<file path="src/rtl/mac_seq_pkg.sv">
// Shared types and constants for the dual-lane MAC sequencing controller.
package mac_seq_pkg;

  typedef enum logic [3:0] {
    S_IDLE,
    S_CLR,
    S_LOAD,
    S_STEP,
    S_DZ,
    S_DRAIN,
    S_CAPT,
    S_SHLD,
    S_OUT0,
    S_OUT1
  } state_t;

  localparam logic PH_P0 = 1'b0;
  localparam logic PH_P1 = 1'b1;

  localparam int BYTES_PER_ELEM = 4;
  localparam logic [1:0] LAST_BYTE = 2'(BYTES_PER_ELEM - 1);

  localparam int DRAIN_CYC = 2;
  localparam int CAPT_CYC  = 1;

  // One-hot p_reg load strobe, bit k drives ld(k+1).
  function automatic logic [3:0] byte_strobe(input logic [1:0] k);
    return 4'b0001 << k;
  endfunction

endpackage

</file>
<file path="src/rtl/mac_seq_cnt.sv">
// Loadable element down-counter with a zero flag.
module mac_seq_cnt #(
  parameter int W = 8
) (
  input  logic         clk,
  input  logic         rst,
  input  logic         load,
  input  logic [W-1:0] load_val,
  input  logic         dec,
  output logic         zero
);

  logic [W-1:0] count;

  always_ff @(posedge clk or negedge rst) begin
    if (!rst) begin
      count <= '0;
    end else if (load) begin
      count <= load_val;
    end else if (dec) begin
      count <= count - W'(1);
    end
  end

  assign zero = (count == '0);

endmodule

</file>
<file path="src/rtl/mac_seq_ctrl.sv">
// Sequencing controller for the dual-lane MAC datapath (p_regs, MAC lanes, PISO/AF).
// Optional feature: define MAC_SEQ_ABORT_EN to add the 'abort' input.
module mac_seq_ctrl
  import mac_seq_pkg::*;
#(
  parameter int LEN_W = 8
) (
  input  logic             clk,
  input  logic             rst,
`ifdef MAC_SEQ_ABORT_EN
  input  logic             abort,
`endif
  input  logic             start,
  input  logic [LEN_W-1:0] len,
  input  logic [7:0]       in_data,
  input  logic             in_valid,
  output logic             in_ready,
  output logic [7:0]       mac_in,
  output logic             ld1,
  output logic             ld2,
  output logic             ld3,
  output logic             ld4,
  output logic             mac_clken,
  output logic             mac_clr,
  output logic             piso_ld,
  output logic             res_valid,
  output logic             res_lane,
  output logic             busy,
  output logic             done
);

  localparam int WAIT_W = 2;

  state_t            state;
  logic              phase;
  logic [1:0]        byte_idx;
  logic [WAIT_W-1:0] wait_cnt;
  logic              cnt_load;
  logic              cnt_dec;
  logic              cnt_zero;
  logic              abort_exit;
  logic [LEN_W-1:0]  len_eff;

  assign len_eff  = (len == '0) ? LEN_W'(1) : len;
  assign cnt_load = (state == S_IDLE) && start;
  // Decrement as byte 3 finishes so the zero flag is already valid in STEP.
  assign cnt_dec  = (state == S_LOAD) && (phase == PH_P1) && (byte_idx == LAST_BYTE);

  mac_seq_cnt #(.W(LEN_W)) u_cnt (
    .clk      (clk),
    .rst      (rst),
    .load     (cnt_load),
    .load_val (len_eff),
    .dec      (cnt_dec),
    .zero     (cnt_zero)
  );

`ifdef MAC_SEQ_ABORT_EN
  logic abort_pend;

  always_ff @(posedge clk or negedge rst) begin
    if (!rst) begin
      abort_pend <= 1'b0;
    end else if (abort && (state != S_IDLE)) begin
      abort_pend <= 1'b1;
    end else if (state == S_CLR) begin
      abort_pend <= 1'b0;
    end
  end

  assign abort_exit = abort_pend;
`else
  assign abort_exit = 1'b0;
`endif

  always_ff @(posedge clk or negedge rst) begin
    if (!rst) begin
      state     <= S_IDLE;
      phase     <= PH_P0;
      byte_idx  <= '0;
      wait_cnt  <= '0;
      mac_in    <= '0;
      {ld4, ld3, ld2, ld1} <= '0;
      in_ready  <= 1'b0;
      mac_clken <= 1'b0;
      mac_clr   <= 1'b1;
      piso_ld   <= 1'b0;
      res_valid <= 1'b0;
      res_lane  <= 1'b0;
      busy      <= 1'b0;
      done      <= 1'b0;
    end else begin
      {ld4, ld3, ld2, ld1} <= '0;
      in_ready  <= 1'b0;
      mac_clken <= 1'b0;
      mac_clr   <= 1'b0;
      piso_ld   <= 1'b0;
      res_valid <= 1'b0;
      res_lane  <= 1'b0;
      done      <= 1'b0;

      case (state)
        S_IDLE: begin
          if (start) begin
            state   <= S_CLR;
            mac_clr <= 1'b1;
            busy    <= 1'b1;
          end
        end

        S_CLR: begin
          if (abort_exit) begin
            state <= S_IDLE;
            busy  <= 1'b0;
          end else begin
            state    <= S_LOAD;
            phase    <= PH_P0;
            byte_idx <= '0;
            in_ready <= 1'b1;
          end
        end

        // Strobe rises one edge after mac_in settles, so p_regs never see a changing bus.
        S_LOAD: begin
          if (phase == PH_P0) begin
            if (in_valid && in_ready) begin
              mac_in <= in_data;
              phase  <= PH_P1;
            end else begin
              in_ready <= 1'b1;
            end
          end else begin
            {ld4, ld3, ld2, ld1} <= byte_strobe(byte_idx);
            phase <= PH_P0;
            if (byte_idx == LAST_BYTE) begin
              state     <= S_STEP;
              mac_clken <= 1'b1;
            end else begin
              byte_idx <= byte_idx + 2'd1;
              in_ready <= 1'b1;
            end
          end
        end

        S_STEP: begin
          phase    <= PH_P0;
          byte_idx <= '0;
          if (cnt_zero) begin
            state <= S_DZ;
          end else begin
            state    <= S_LOAD;
            in_ready <= 1'b1;
          end
        end

        // Zero both lane 'a' operands so the drain cycles add nothing further.
        S_DZ: begin
          if (phase == PH_P0) begin
            mac_in <= '0;
            phase  <= PH_P1;
          end else begin
            {ld4, ld3, ld2, ld1} <= byte_strobe(2'd0) | byte_strobe(2'd2);
            phase     <= PH_P0;
            state     <= S_DRAIN;
            mac_clken <= 1'b1;
            wait_cnt  <= WAIT_W'(DRAIN_CYC - 1);
          end
        end

        S_DRAIN: begin
          if (wait_cnt == '0) begin
            state    <= S_CAPT;
            wait_cnt <= WAIT_W'(CAPT_CYC - 1);
          end else begin
            wait_cnt  <= wait_cnt - WAIT_W'(1);
            mac_clken <= 1'b1;
          end
        end

        S_CAPT: begin
          if (wait_cnt == '0) begin
            state   <= S_SHLD;
            piso_ld <= 1'b1;
          end else begin
            wait_cnt <= wait_cnt - WAIT_W'(1);
          end
        end

        S_SHLD: begin
          state     <= S_OUT0;
          res_valid <= 1'b1;
          res_lane  <= 1'b0;
        end

        S_OUT0: begin
          state     <= S_OUT1;
          res_valid <= 1'b1;
          res_lane  <= 1'b1;
          done      <= 1'b1;
        end

        S_OUT1: begin
          state <= S_IDLE;
          busy  <= 1'b0;
        end

        default: begin
          state <= S_IDLE;
          busy  <= 1'b0;
        end
      endcase

`ifdef MAC_SEQ_ABORT_EN
      if (abort && (state != S_IDLE)) begin
        state     <= S_CLR;
        mac_clr   <= 1'b1;
        busy      <= 1'b1;
        {ld4, ld3, ld2, ld1} <= '0;
        in_ready  <= 1'b0;
        mac_clken <= 1'b0;
        piso_ld   <= 1'b0;
        res_valid <= 1'b0;
        res_lane  <= 1'b0;
        done      <= 1'b0;
      end
`endif
    end
  end

endmodule

</file>
<file path="config.mk">
export PLATFORM = sky130hd
export DESIGN_NAME = mac_seq_ctrl
export DESIGN_NICKNAME = d
export VERILOG_FILES = /design/src/rtl/mac_seq_pkg.sv /design/src/rtl/mac_seq_cnt.sv /design/src/rtl/mac_seq_ctrl.sv
export SDC_FILE = /design/constraint.sdc
export NUM_CORES = 1
export LEC_CHECK = 0
export BUFFER_PORTS_ARGS = -buffer_cell sky130_fd_sc_hd__buf_2
export CORE_MARGIN = 2
export CORE_UTILIZATION = 30
export DETAILED_ROUTE_END_ITERATION = 10
export SETUP_SLACK_MARGIN = 0.15
export SYNTH_ARGS = -nofsm -noshare
export SYNTH_HDL_FRONTEND = slang
export SYNTH_HIERARCHICAL = 1
export SYNTH_SLANG_ARGS = --single-unit
</file>
<file path="constraint.sdc">
create_clock -name clk -period 4.1 [get_ports clk]
set_input_delay 0.41 -clock clk [delete_from_list [all_inputs] [get_ports clk]]
set_output_delay 0.41 -clock clk [all_outputs]
set_load 0.05 [all_outputs]
</file>
Yosys cells after proc, flatten, opt, wreduce, memory -nomap -nowiden:

Cells that the tools add are included.
Widths: inputs -> output; s select.

* word-level logic and storage cells: 115
* register bits: 36
* output and inout bits: 20
* input port bits: 20

* equal/unequal tests: 20
* reduce and logical (&&, ||, !) cells: 21
* muxes and demuxes: 52
* $add $sub $neg: 3
* bitwise operators: 1
* shifts and indexed selects: 1

Operator list (number)
* $mux 8: 6
* $pmux 4 s9: 1
* $mux 1: 24
* $mux 4: 6
* $ne 2x2->1 const B: 9
* $eq 4x3->1 const B: 4
* $logic_not 8->1: 2
* $pmux 8 s2: 1
* $mux 2: 5
* $pmux 1 s3: 3
* $eq 4x2->1 const B: 2
* $reduce_or 8->1: 1
* $sub 8x1->8 const B: 1
* $pmux 1 s2: 3
* $pmux 2 s3: 1
* $reduce_and 3->1: 2
* $reduce_and 6->1: 1
* $reduce_bool 2->1: 3
* $reduce_bool 3->1: 2
* $eq 4x1->1 const B: 1
* $eq 4x4->1 const B: 1
* $logic_and 1x1->1: 4
* $logic_not 4->1: 1
* $ne 2x1->1 const B: 2
* other kinds (11): 12

Logic depth before layout (Yosys ltp):

* depth after elaboration: 5
* mapped depth: 7
* gate-level depth less buffers: 6

Hierarchy:

Netlist, hierarchy kept.

Modules (own cells, without submodules)
* mac_seq_ctrl: area an instance 1448.9 um2, cells each 149, instances 1, seq. area each 701.9 um2
* mac_seq_cnt: area an instance 474.2 um2, cells each 50, instances 1, seq. area each 200.2 um2

Worst setup path before layout:

No wires, ideal clock.

* path type: reg2reg
* start point: register state[2]
* end point: register u_cnt.count[5]
* library setup time: 0.124 ns
* arrival: 2.296 ns
* data required time: 3.976 ns
* path slack: 1.680 ns
* period minus slack after synthesis: 2.420 ns
* path buffers: 1
* cell stages (with the launch flop): 7
* cell sequence: dfrtp_1 -> or2_1 -> buf_6 -> nor3_1 -> or4b_4 -> o31a_1 -> o31a_1

* cells in the longest elaborated chain, start to end: 4
* elaborated cells on any way between the ends: 7
* classes of those cells: 1 x eq/ne; 1 x mux; 5 x reduce/logical

Ends and longest elaborated chain
* start: declaration: RTL line mac_seq_ctrl.sv:34 `state_t state;`
* start signal: assignment: RTL line mac_seq_ctrl.sv:78 `state <= S_IDLE;`
* start signal: assignment: RTL line mac_seq_ctrl.sv:105 `state <= S_CLR;`
* start signal: assignment: RTL line mac_seq_ctrl.sv:113 `state <= S_IDLE;`
* $eq 4x2->1: RTL line mac_seq_ctrl.sv:47 `assign cnt_dec = (state == S_LOAD) && (phase == PH_P1) && (byte_idx == LAST_BYTE);`
* $logic_and 1x1->1 (2 in series): RTL line mac_seq_ctrl.sv:47
* named net cnt_dec: RTL line mac_seq_ctrl.sv:39 `logic cnt_dec;`
* $reduce_bool 2->1 (no line)
* end signal: assignment: RTL line mac_seq_cnt.sv:19 `count <= load_val;`
* end signal: assignment: RTL line mac_seq_cnt.sv:21 `count <= count - W'(1);`
* end: declaration: RTL line mac_seq_cnt.sv:13 `logic [W-1:0] count;`

The timed path passes the listed nets, and every way through them passes these cells.
A chain may end at the register's enable or synchronous reset.

Worst setup path after layout:

* start point: register state[1]
* end point: register u_cnt.count[5]

Same word-level chain as after synthesis.

==> impl_results.md <==
* Die Outline Area at approximately 0.0071 mm²
* Library cell appearing most often on the critical path: o31a_1
* Synthesized Nets at 228
* Number of standard cells after synthesis at 199
* Highest-count cells in the layout ignoring fill and taps: buf_2, dfrtp_1, nand2_1, o21ai_0, nor3_1
* Wire length per cell at between 10 and 15 µm
* Nature of the critical path startpoint: register
* Max Transition Viols Final at 0
* Leak pwr at 1.02 nW
* CP Max Fanout at 21
* Number of cells upsized or downsized after cts at 0
* Clock slew at the register clock pins of the worst setup and hold paths at 0.07 ns
* Core outline area at 0.00628 mm²
* Hold Fails Final Rpt at 0
* Total clock buffers created by CTS at 5
* Antenna violation net count after detailed routing at 0
* Die extent in y at 84.1 µm
* Commonest non-fill, non-tap cell in the layout: buf_2
* Share of synthesized registers carrying an async set or reset at 1.00
* Skew-Pair Late Insertion Delay at roughly 0.29 ns
* Count of flip-flops with a built-in enable after synthesis at 0
* Initial antenna violation count at 0
* Antenna diode count at 0
* Post-synthesis sequential element count at 36
* Stage delay of the slowest cell on the critical path at 0.74 ns
* RSZ-0062 raised after global routing: no
* Tightest slew margin relative to the limit at 0.467
* Post-synthesis instance area at 0.00192 mm²
* Ports at 40
* Class of the most critical setup path: register to register
* Global router's overall resource usage at 0.116
* Power per cell area at 572 mW/mm²
* Via count of the routed design at 1503
* CTS Sinks at 36
* TritonCTS clock tree: done
* First-pass iteration count of the detailed router at 4
* Worst min-delay path class: input pin to async pin
* Arr. time, crit path at ~3.1 ns
* H-tree depth reported by CTS at 2
* Average size of a mapped cell at between 9 and 10 µm²
* Upper clock frequency limit at about 340 MHz
* Worst setup EP type: register
* Number of placement rows at 29
* Fraction of layout instances using a drive strength above 1 at 0.246
* List of cells traversed by the critical path: nand2b_1, nor3_1, or4b_4, o31a_1, o31a_1
* Count of unresolved DRC violations after routing at 0
* Power, Total at around 1.3 mW
* Count of cell types in the netlist at 47
* Remaining global-route overflow at 0
* Post-placement setup slack at 1.25 ns
* Share of the clock period used by the worst path after layout at 0.710
* Overall die width at 84.1 µm
* Actual slew at the worst max-slew pin at 0.799 ns
* NumNets Final at ~260
* Starting Density at 0.306
* Min cycle time layout at 2.91 ns
* Delay-heaviest family, CP: simple AND/OR/NAND/NOR gates
* Synth-to-layout area growth at 16.1%
* Sequential share of the synthesized area at 0.469
* Per-cell via count in the routed design at 4.93
* Slowest cell on the critical path: dfrtp_1
* Final total negative setup slack at 0 ns
* Routability-driven placement congestion ratio at 0.747
* Total number of yosys warnings at 6
* Data required time at the worst endpoint at 4.28 ns
* WL final at 3.90 mm
* Status: finished clean
* Number of buffers added to fix hold violations after cts at 0
* Number of setup violations in the final report at 0
* Number of DRC markers after the initial detailed-route iteration at 118
* Main flop type after synthesis: dfrtp_1
* Max VDD drop at roughly 0.32 mV
* Total of max-cap violations at 0
* Worst path setup slack after routing at 1.19 ns
* Pin count of the biggest net entering global routing at 37
* Setup Fix Bufs, Post-CTS at 0
* Clock Skews at 0.00919 ns
* Maximum clock insertion buffer count at 2
* DPL Wire Length at 2.74 mm
* Root Driver: clkbuf_8
* Number of global-route vias before repair at roughly 1400
* Number of port buffers at 39
* Wire length of the first global-routing pass at 6.54 mm
* Worst path bufs/invs at 0
-- area by class of cell --
type,instances,area [µm²]
Tap cell,77,96.3
Inverter,8,30.0
Clock buffer,7,86.3
Timing Repair Buffer,40,203
Fill cell,645,4050
Sequential cell,36,902
Multi-Input combinational cell,136,907
Clock inverter,1,7.51
-- report_power, final --
group	total, mW	switching, mW	internal [mW]
clock	0.259	0.123	0.136
sequential	0.528	0.0812	0.447
combinational	0.489	0.331	0.158
-- sequential cells by signal, indices dropped and copies added (netlist names) --
signal	count
in_ready	1
byte_idx	2
phase	1
state	4
ld3	1
mac_in	8
ld4	1
mac_clken	1
ld1	1
u_cnt/count	8
ld2	1
busy	1
done	1
mac_clr	1
piso_ld	1
res_valid	1
wait_cnt	2
-- metrics by stage --
| stage | area, µm² | instances | utilization | hold slack (ns) |
|---|---|---|---|---|
| detailed placement | 2140 | 297 | 0.341 | 0.482 |
| global placement | 2140 | 297 | 0.341 | 0.481 |
| CTS | 2230 | 305 | 0.356 | 0.244 |
| finish | 2230 | 305 | 0.356 | 0.207 |
| floorplan | 1920 | 199 | - | 0.114 |
| global route | 2230 | 305 | 0.356 | 0.276 |
-- per-layer routing --
layer,up-vias,global-route usage,wire (µm)
met3,6,0.0336,168
met2,31,0.188,1860
met1,715,0.149,1820
met5,-,0,0
li1,751,-,-
met4,0,0.0396,57
-- synthesized netlist by cell type (2+ instances only) --
library cell	number	area, µm²
clkbuf_1	12	45.0
or4_1	3	22.5
inv_1	8	30.0
nor4_1	4	25.0
o21bai_1	4	30.0
nand2_1	22	82.6
o21ai_0	15	75.1
xnor2_1	2	17.5
nor4b_1	2	17.5
nor2b_1	6	37.5
o31a_1	2	17.5
buf_2	3	15.0
xor2_1	2	17.5
a22o_1	8	70.1
nand3b_1	3	22.5
a21oi_1	7	35.0
nor3_1	10	50.1
nand2b_1	6	37.5
nand3_1	2	10.0
buf_4	2	15.0
dfrtp_1	35	876
ha_1	9	113
a21o_1	2	15.0
nor2_1	7	26.3
-- path summary, 6_finish.rpt --
kind,startpoint,cells past startpoint,to,slack (ns)
worst min-delay path,rst,1,u_cnt/count[7],0.21
worst max register to register,state[1],5,u_cnt/count[5],1.19
worst max-delay path,state[1],5,u_cnt/count[5],1.19
max in group asynchronous,rst,1,u_cnt/count[0],3.39
min in group clk,len[4],3,u_cnt/count[4],0.34
worst min register to register,mac_in[4],1,mac_in[4],0.49
-- cells by family (layout without fill, tap and decap cells) --
| family | Yosys count | after routing | synth area share |
|---|---|---|---|
| mux | 1 | 1 | 0.00586 |
| fa+ha+maj | 9 | 9 | 0.0586 |
| xor+xnor | 4 | 4 | 0.0182 |
| flops | 36 | 36 | 0.469 |
| simple gates | 75 | 75 | 0.221 |
| compound gates | 47 | 47 | 0.165 |
| buf+inv | 27 | 56 | 0.0625 |
(Power assumes the default switching activity.)
